===== src/rtl/mdu_sequencer.sv =====
// mdu_sequencer
//   Multi-cycle sequencer for the RV32M multiply/divide unit. Accepts one
//   M-extension operation on a valid/ready request port. Multiplies use
//   shift-add iterations and divides use restoring iterations, both on
//   operand magnitudes. RISC-V sign rules and the divide special cases
//   (divide by zero, signed overflow) are applied before the result is
//   offered on a valid/ready response port.
//
//   Optional build macro: MDU_FAST_MUL_EN
//     defined   - multiply ops form the full product in PREP and skip CALC
//     undefined - multiply ops iterate in CALC like divides
//
// Ports
//   clk          rising-edge clock
//   rst          synchronous, active-low reset
//   req_valid    request strobe
//   req_ready    sequencer is idle and can take a request
//   funct3       M-op select (MUL..REMU)
//   op_a, op_b   rs1 / rs2 values, captured at accept only
//   kill         abort the in-flight operation (PREP/CALC/FIX only)
//   resp_valid   result available
//   resp_ready   consumer takes the result
//   resp_result  result value
//   busy         operation accepted and response not yet consumed
module mdu_sequencer #(
  parameter int XLEN  = 32,
  parameter int CNT_W = $clog2(XLEN)
) (
  input  logic            clk,
  input  logic            rst,
  input  logic            req_valid,
  output logic            req_ready,
  input  logic [2:0]      funct3,
  input  logic [XLEN-1:0] op_a,
  input  logic [XLEN-1:0] op_b,
  input  logic            kill,
  output logic            resp_valid,
  input  logic            resp_ready,
  output logic [XLEN-1:0] resp_result,
  output logic            busy
);

  typedef enum logic [2:0] {IDLE, PREP, CALC, FIX, DONE} state_t;

  localparam logic [XLEN-1:0] MIN_NEG = {1'b1, {(XLEN-1){1'b0}}};

  state_t state, state_next;

  logic [2:0]        op;
  logic [XLEN-1:0]   a, b;
  logic [XLEN-1:0]   divisor;
  logic [2*XLEN-1:0] acc;
  logic [2*XLEN-1:0] acc_step;
  logic [CNT_W-1:0]  cnt;
  logic              neg_res, neg_rem;
  logic [XLEN-1:0]   res;

  logic            is_div, a_signed, b_signed, sign_a, sign_b;
  logic [XLEN-1:0] mag_a, mag_b;
  logic            div_zero, div_ovf, last_iter;

  // MULH/MULHSU/DIV/REM treat rs1 as signed; MULH/DIV/REM treat rs2 as signed.
  // MUL is handled unsigned because only the low half is returned.
  assign is_div    = op[2];
  assign a_signed  = is_div ? ~op[0] : (op[1:0] == 2'b01 || op[1:0] == 2'b10);
  assign b_signed  = is_div ? ~op[0] : (op[1:0] == 2'b01);
  assign sign_a    = a_signed & a[XLEN-1];
  assign sign_b    = b_signed & b[XLEN-1];
  assign mag_a     = sign_a ? -a : a;
  assign mag_b     = sign_b ? -b : b;
  assign div_zero  = is_div && (b == '0);
  assign div_ovf   = is_div && !op[0] && (a == MIN_NEG) && (b == '1);
  assign last_iter = (cnt == CNT_W'(XLEN-1));

  // One iteration step. For multiply acc = {partial sum, remaining multiplier};
  // for divide acc = {partial remainder, dividend bits becoming quotient bits}.
  logic [XLEN:0] add_sum, sh_rem, diff;
  assign add_sum = {1'b0, acc[2*XLEN-1:XLEN]} + {1'b0, divisor};
  assign sh_rem  = acc[2*XLEN-1:XLEN-1];
  assign diff    = sh_rem - {1'b0, divisor};

  always_comb begin
    acc_step = acc;
    if (is_div) begin
      if (!diff[XLEN]) acc_step = {diff[XLEN-1:0], acc[XLEN-2:0], 1'b1};
      else             acc_step = {sh_rem[XLEN-1:0], acc[XLEN-2:0], 1'b0};
    end else if (acc[0]) begin
      acc_step = {add_sum, acc[XLEN-1:1]};
    end else begin
      acc_step = {1'b0, acc[2*XLEN-1:1]};
    end
  end

  // Sign correction and half/part selection applied in FIX.
  logic [2*XLEN-1:0] prod_fix;
  logic [XLEN-1:0]   quo_fix, rem_fix, fix_val;

  always_comb begin
    prod_fix = neg_res ? -acc : acc;
    quo_fix  = neg_res ? -acc[XLEN-1:0] : acc[XLEN-1:0];
    rem_fix  = neg_rem ? -acc[2*XLEN-1:XLEN] : acc[2*XLEN-1:XLEN];
    if (is_div)                fix_val = op[1] ? rem_fix : quo_fix;
    else if (op[1:0] == 2'b00) fix_val = prod_fix[XLEN-1:0];
    else                       fix_val = prod_fix[2*XLEN-1:XLEN];
  end

  // State register.
  always_ff @(posedge clk) begin
    if (!rst) state <= IDLE;
    else      state <= state_next;
  end

  // Next-state logic. kill only matters while the operation is computing.
  always_comb begin
    state_next = state;
    case (state)
      IDLE: if (req_valid) state_next = PREP;
      PREP: begin
        if (kill)                     state_next = IDLE;
        else if (div_zero || div_ovf) state_next = DONE;
`ifdef MDU_FAST_MUL_EN
        else if (!is_div)             state_next = FIX;
`endif
        else                          state_next = CALC;
      end
      CALC: begin
        if (kill)           state_next = IDLE;
        else if (last_iter) state_next = FIX;
      end
      FIX:  state_next = kill ? IDLE : DONE;
      DONE: if (resp_ready) state_next = IDLE;
      default: state_next = IDLE;
    endcase
  end

  // Outputs decoded from the state.
  always_comb begin
    req_ready  = (state == IDLE);
    resp_valid = (state == DONE);
    busy       = (state != IDLE);
  end

  assign resp_result = res;

  // Datapath registers. res is only written on the way into DONE, so it
  // stays stable while the response waits for resp_ready.
  always_ff @(posedge clk) begin
    if (!rst) begin
      op      <= '0;
      a       <= '0;
      b       <= '0;
      divisor <= '0;
      acc     <= '0;
      cnt     <= '0;
      neg_res <= 1'b0;
      neg_rem <= 1'b0;
      res     <= '0;
    end else begin
      case (state)
        IDLE: begin
          if (req_valid) begin
            op <= funct3;
            a  <= op_a;
            b  <= op_b;
          end
        end
        PREP: begin
          neg_res <= sign_a ^ sign_b;
          neg_rem <= sign_a;
          cnt     <= '0;
          if (is_div) begin
            acc     <= {{XLEN{1'b0}}, mag_a};
            divisor <= mag_b;
            if (div_zero)     res <= op[1] ? a : '1;
            else if (div_ovf) res <= op[1] ? '0 : a;
          end else begin
`ifdef MDU_FAST_MUL_EN
            acc <= (2*XLEN)'(mag_a) * (2*XLEN)'(mag_b);
`else
            acc     <= {{XLEN{1'b0}}, mag_b};
            divisor <= mag_a;
`endif
          end
        end
        CALC: begin
          acc <= acc_step;
          cnt <= cnt + CNT_W'(1);
        end
        FIX: res <= fix_val;
        default: ;
      endcase
    end
  end

endmodule


===== config.mk =====
export PLATFORM = sky130hd
export DESIGN_NAME = mdu_sequencer
export DESIGN_NICKNAME = d
export VERILOG_FILES = /design/src/rtl/mdu_sequencer.sv
export SDC_FILE = /design/constraint.sdc
export NUM_CORES = 1
export LEC_CHECK = 0
export ABC_AREA = 1
export CAP_MARGIN = 20
export CELL_PAD_IN_SITES_DETAIL_PLACEMENT = 1
export CELL_PAD_IN_SITES_GLOBAL_PLACEMENT = 2
export CORE_MARGIN = 4
export CORE_UTILIZATION = 35
export DETAILED_ROUTE_END_ITERATION = 10
export GPL_TIMING_DRIVEN = 0
export HOLD_SLACK_MARGIN = 0.08
export PLACE_DENSITY = 0.95
export SLEW_MARGIN = 15
export SYNTH_ARGS = -nofsm -noshare
export SYNTH_HDL_FRONTEND = slang
export SYNTH_SLANG_ARGS = --single-unit

===== constraint.sdc =====
create_clock -name clk -period 5.7 [get_ports clk]
set_input_delay 1.14 -clock clk [delete_from_list [all_inputs] [get_ports clk]]
set_output_delay 1.14 -clock clk [all_outputs]
set_load 0.005 [all_outputs]

==> impl_metrics.csv <==
group,metric,value,unit
sta,report.final.slew_viol_count,0,
floorplanning,die_h,250.7,um
place,numPortBuffers,105,
finish,multi_input_area,0.01383,mm^2
setup_path,worstSetupEndpointType,"flip-flop",
finish,drive_above_1_share,3.895,%
min_path,whs_endpoint,"resp_result[20]",
route,drc,0,
finish,final_cell_mix,"1,146 x nand2_1, 487 x inv_1, 384 x nor2_1",
sta,grt_setup_unrepaired,"false",
finish,fillers,8165,
sta,slew_headroom,19.19,%
grt,grt_max_degree,15,
finish,seq_area,0.004104,mm^2
clock_network,path_clk_slew,70,ps
route,viasPerCell,5.622,
yosys,syn-num-nets,3871,
place,post-place-ws,1525,ps
finish,final_nets,4004,
place,placed_cells,4594,
clock_network,post-cts-setup-buffer-count,0,
status,status,"complete, no violations",
clock_network,cts_resized,0,
yosys,synth_edf_count,0,
pwr,vdd_drop_max,0.2620,mV
sta,fin_crit_sh,77.23,%
route,drt-initial-drc-count,2494,
grt,grt_pass1_vias,25472,
route,routedWlPerCell,24.78,um
yosys,ys.flop_type,"dfxtp_1",
sta,fin_crit,4402,ps
grt,grt_util_met1,45.51,%
pwr,p_per_area,286.6,mW/mm^2
min_path,holdPathStages,2,
floorplanning,pin_count,107,
yosys,synth_seq_cells,205,
grt,grtUsageTotal,34.93,%
place,gp_congestion,1.014,
setup_path,cp_max_fo,11,
setup_path,reg2reg_depth,13,
yosys,ys_types,52,
clock_network,cts_buffers,26,
grt,grt.busiest_layer,"met2",
setup_path,r2r_end,"acc[1]",
min_path,min_from,"resp_result[20]",
sta,setup_violations,0,
route,dr.pass1.iters,6,
clock_network,htree_levels,1,
floorplanning,core-area,0.05803,mm^2
sta,fin_tns_setup,0,ps
finish,syn_to_final_growth,14.14,%
clock_network,clk_latency,600,ps
route,wl,115.0,mm
clock_network,cts_hold_buffers,0,
floorplanning,die_area,0.06286,mm^2
sta,timing.fmax,227.2,MHz
finish,final_common_cell,"nand2_1",
setup_path,critPathKind,"flip-flop to flip-flop",
sta,clock_skew,42.71,ps
setup_path,critPathLaunchType,"flip-flop",
finish,n_antenna_cell,0,
place,hpwl,95.62,mm
sta,timing_hold_violations_final,0,
floorplanning,rows,88,
clock_network,clockBufferDepth,3,
grt,grt_overflow,0,
yosys,synthCells,3724,
sta,timing.final.ws_setup,1298,ps
yosys,syn_avg_cell_area,5.537,um^2
grt,groute.layer.met3.usage,5.160,%
sta,worstMarginPinSlew,1212,ps
grt,use_met2,57.11,%
finish,stdcell_count,4642,
clock_network,clkSinkCount,205,
setup_path,regToRegSetupSlack,1300,ps
floorplanning,chipWidth,250.7,um
grt,grt_pass1_wl,166.7,mm
yosys,syn_area,0.02062,mm^2
min_path,min_path_type,"flip-flop to flip-flop",
clock_network,tritoncts,"done",
grt,antenna_found_initial,2,
setup_path,worstReg2RegStart,"op[1]",
yosys,ys_seq_area_share,19.90,%
pwr,p_leak,11.37,nW
floorplanning,start_util,35.54,%
setup_path,cp_data_arrival_time,4860,ps
setup_path,required,6160,ps
route,vias,26098,
run,drv_cap,0,
clock_network,cts_root_buf,"clkbuf_16",
yosys,synthArstFlopShare,0,%
yosys,synth_warnings,0,
route,drtAntennaViolNets,0,
registers in the layout (all words and copies together), names as in the netlist:
signal       flops
b               32
neg_res          1
op               3
cnt              5
a               32
acc             64
state            3
resp_result     32
divisor         32
neg_rem          1
logic make-up (layout without fill, tap and decap cells):
group | after synthesis | count (layout) | synth area share [%]
simple gates | 2034 | 2034 | 41.21
buf+inv | 670 | 823 | 13.02
flops | 205 | 205 | 19.90
compound gates | 640 | 640 | 17.00
fa+ha+maj | 75 | 75 | 4.624
xor+xnor | 100 | 100 | 4.248
critical path, stage by stage (launching register included):
cell and delay (ps):
dfxtp_1 340, clkbuf_1 520, clkinv_1 330, clkbuf_1 450
buf_1 380, ha_1 420, nor2_1 60, nor2_2 350
inv_1 210, buf_2 250, o21ai_0 530, nor2_1 100
o31ai_1 250, inv_1 60
area by class of cell:
type	instances	area share, %
multi-input combinational	2849	58.77
sequential	205	17.44
inverter	494	7.878
timing repair buffer	105	4.465
tap	765	4.067
buffer	176	3.530
clock buffer	32	3.030
clock inverter	16	0.8240
synthesized netlist by cell type (8+ instances only):
master | number | area (um^2)
nand3_1 | 357 | 1787
o221ai_1 | 10 | 87.58
nor3_1 | 26 | 130.1
nand4_1 | 43 | 269.0
xor2_1 | 83 | 727.0
buf_2 | 24 | 120.1
o22ai_1 | 29 | 181.4
nor2_2 | 12 | 75.07
o211ai_1 | 40 | 300.3
nand2_1 | 1146 | 4302
o21bai_1 | 8 | 60.06
buf_1 | 19 | 71.32
dfxtp_1 | 205 | 4104
nand3b_1 | 19 | 142.6
clkbuf_1 | 108 | 405.4
a21oi_1 | 283 | 1416
buf_4 | 10 | 75.07
o21ai_0 | 220 | 1101
or2_2 | 10 | 62.56
buf_6 | 10 | 112.6
inv_1 | 487 | 1828
ha_1 | 73 | 913.4
xnor2_1 | 17 | 148.9
nor2_1 | 384 | 1441
o21ai_1 | 16 | 80.08
nand2_2 | 14 | 87.58
where the power goes:
| part | total [mW] | switching [mW] | internal [mW] |
|---|---|---|---|
| Combinational | 3.24 | 2.34 | 0.905 |
| Sequential | 1.70 | 0.170 | 1.53 |
| Clock | 1.80 | 0.768 | 1.03 |
| Total | 6.75 | 3.28 | 3.47 |
worst max path at each step:
stage | slack, ps | startpoint | end
finish | 1300 | op[1] | acc[1]
global route | 1220 | op[1] | acc[1]
CTS | 1510 | op[1] | acc[15]
detailed placement | 1530 | op[1] | acc[15]
global placement | 1560 | op[1] | acc[15]
floorplan | 3140 | op[1] | acc[1]
layer usage:
metal	wire [um]	share of wire, %
met1	49140	43
met2	51190	44
met3	8064	7.0
met4	6654	5.8
met5	0	0
through the flow:
step | utilization [%] | power (mW) | cell area, um^2 | hold WS, ps
3_5_place_dp | 39.00 | 4.856 | 22630 | 456.6
4_1_cts | 40.56 | 6.653 | 23540 | 466.8
6_report | 40.56 | 6.746 | 23540 | 467.2
2_1_floorplan | - | 3.651 | 20620 | 436.7
5_1_grt | 40.56 | 7.072 | 23540 | 484.3
3_3_place_gp | 39.00 | 4.831 | 22630 | 451.9
No activity file was read; power rests on OpenSTA's default activity.
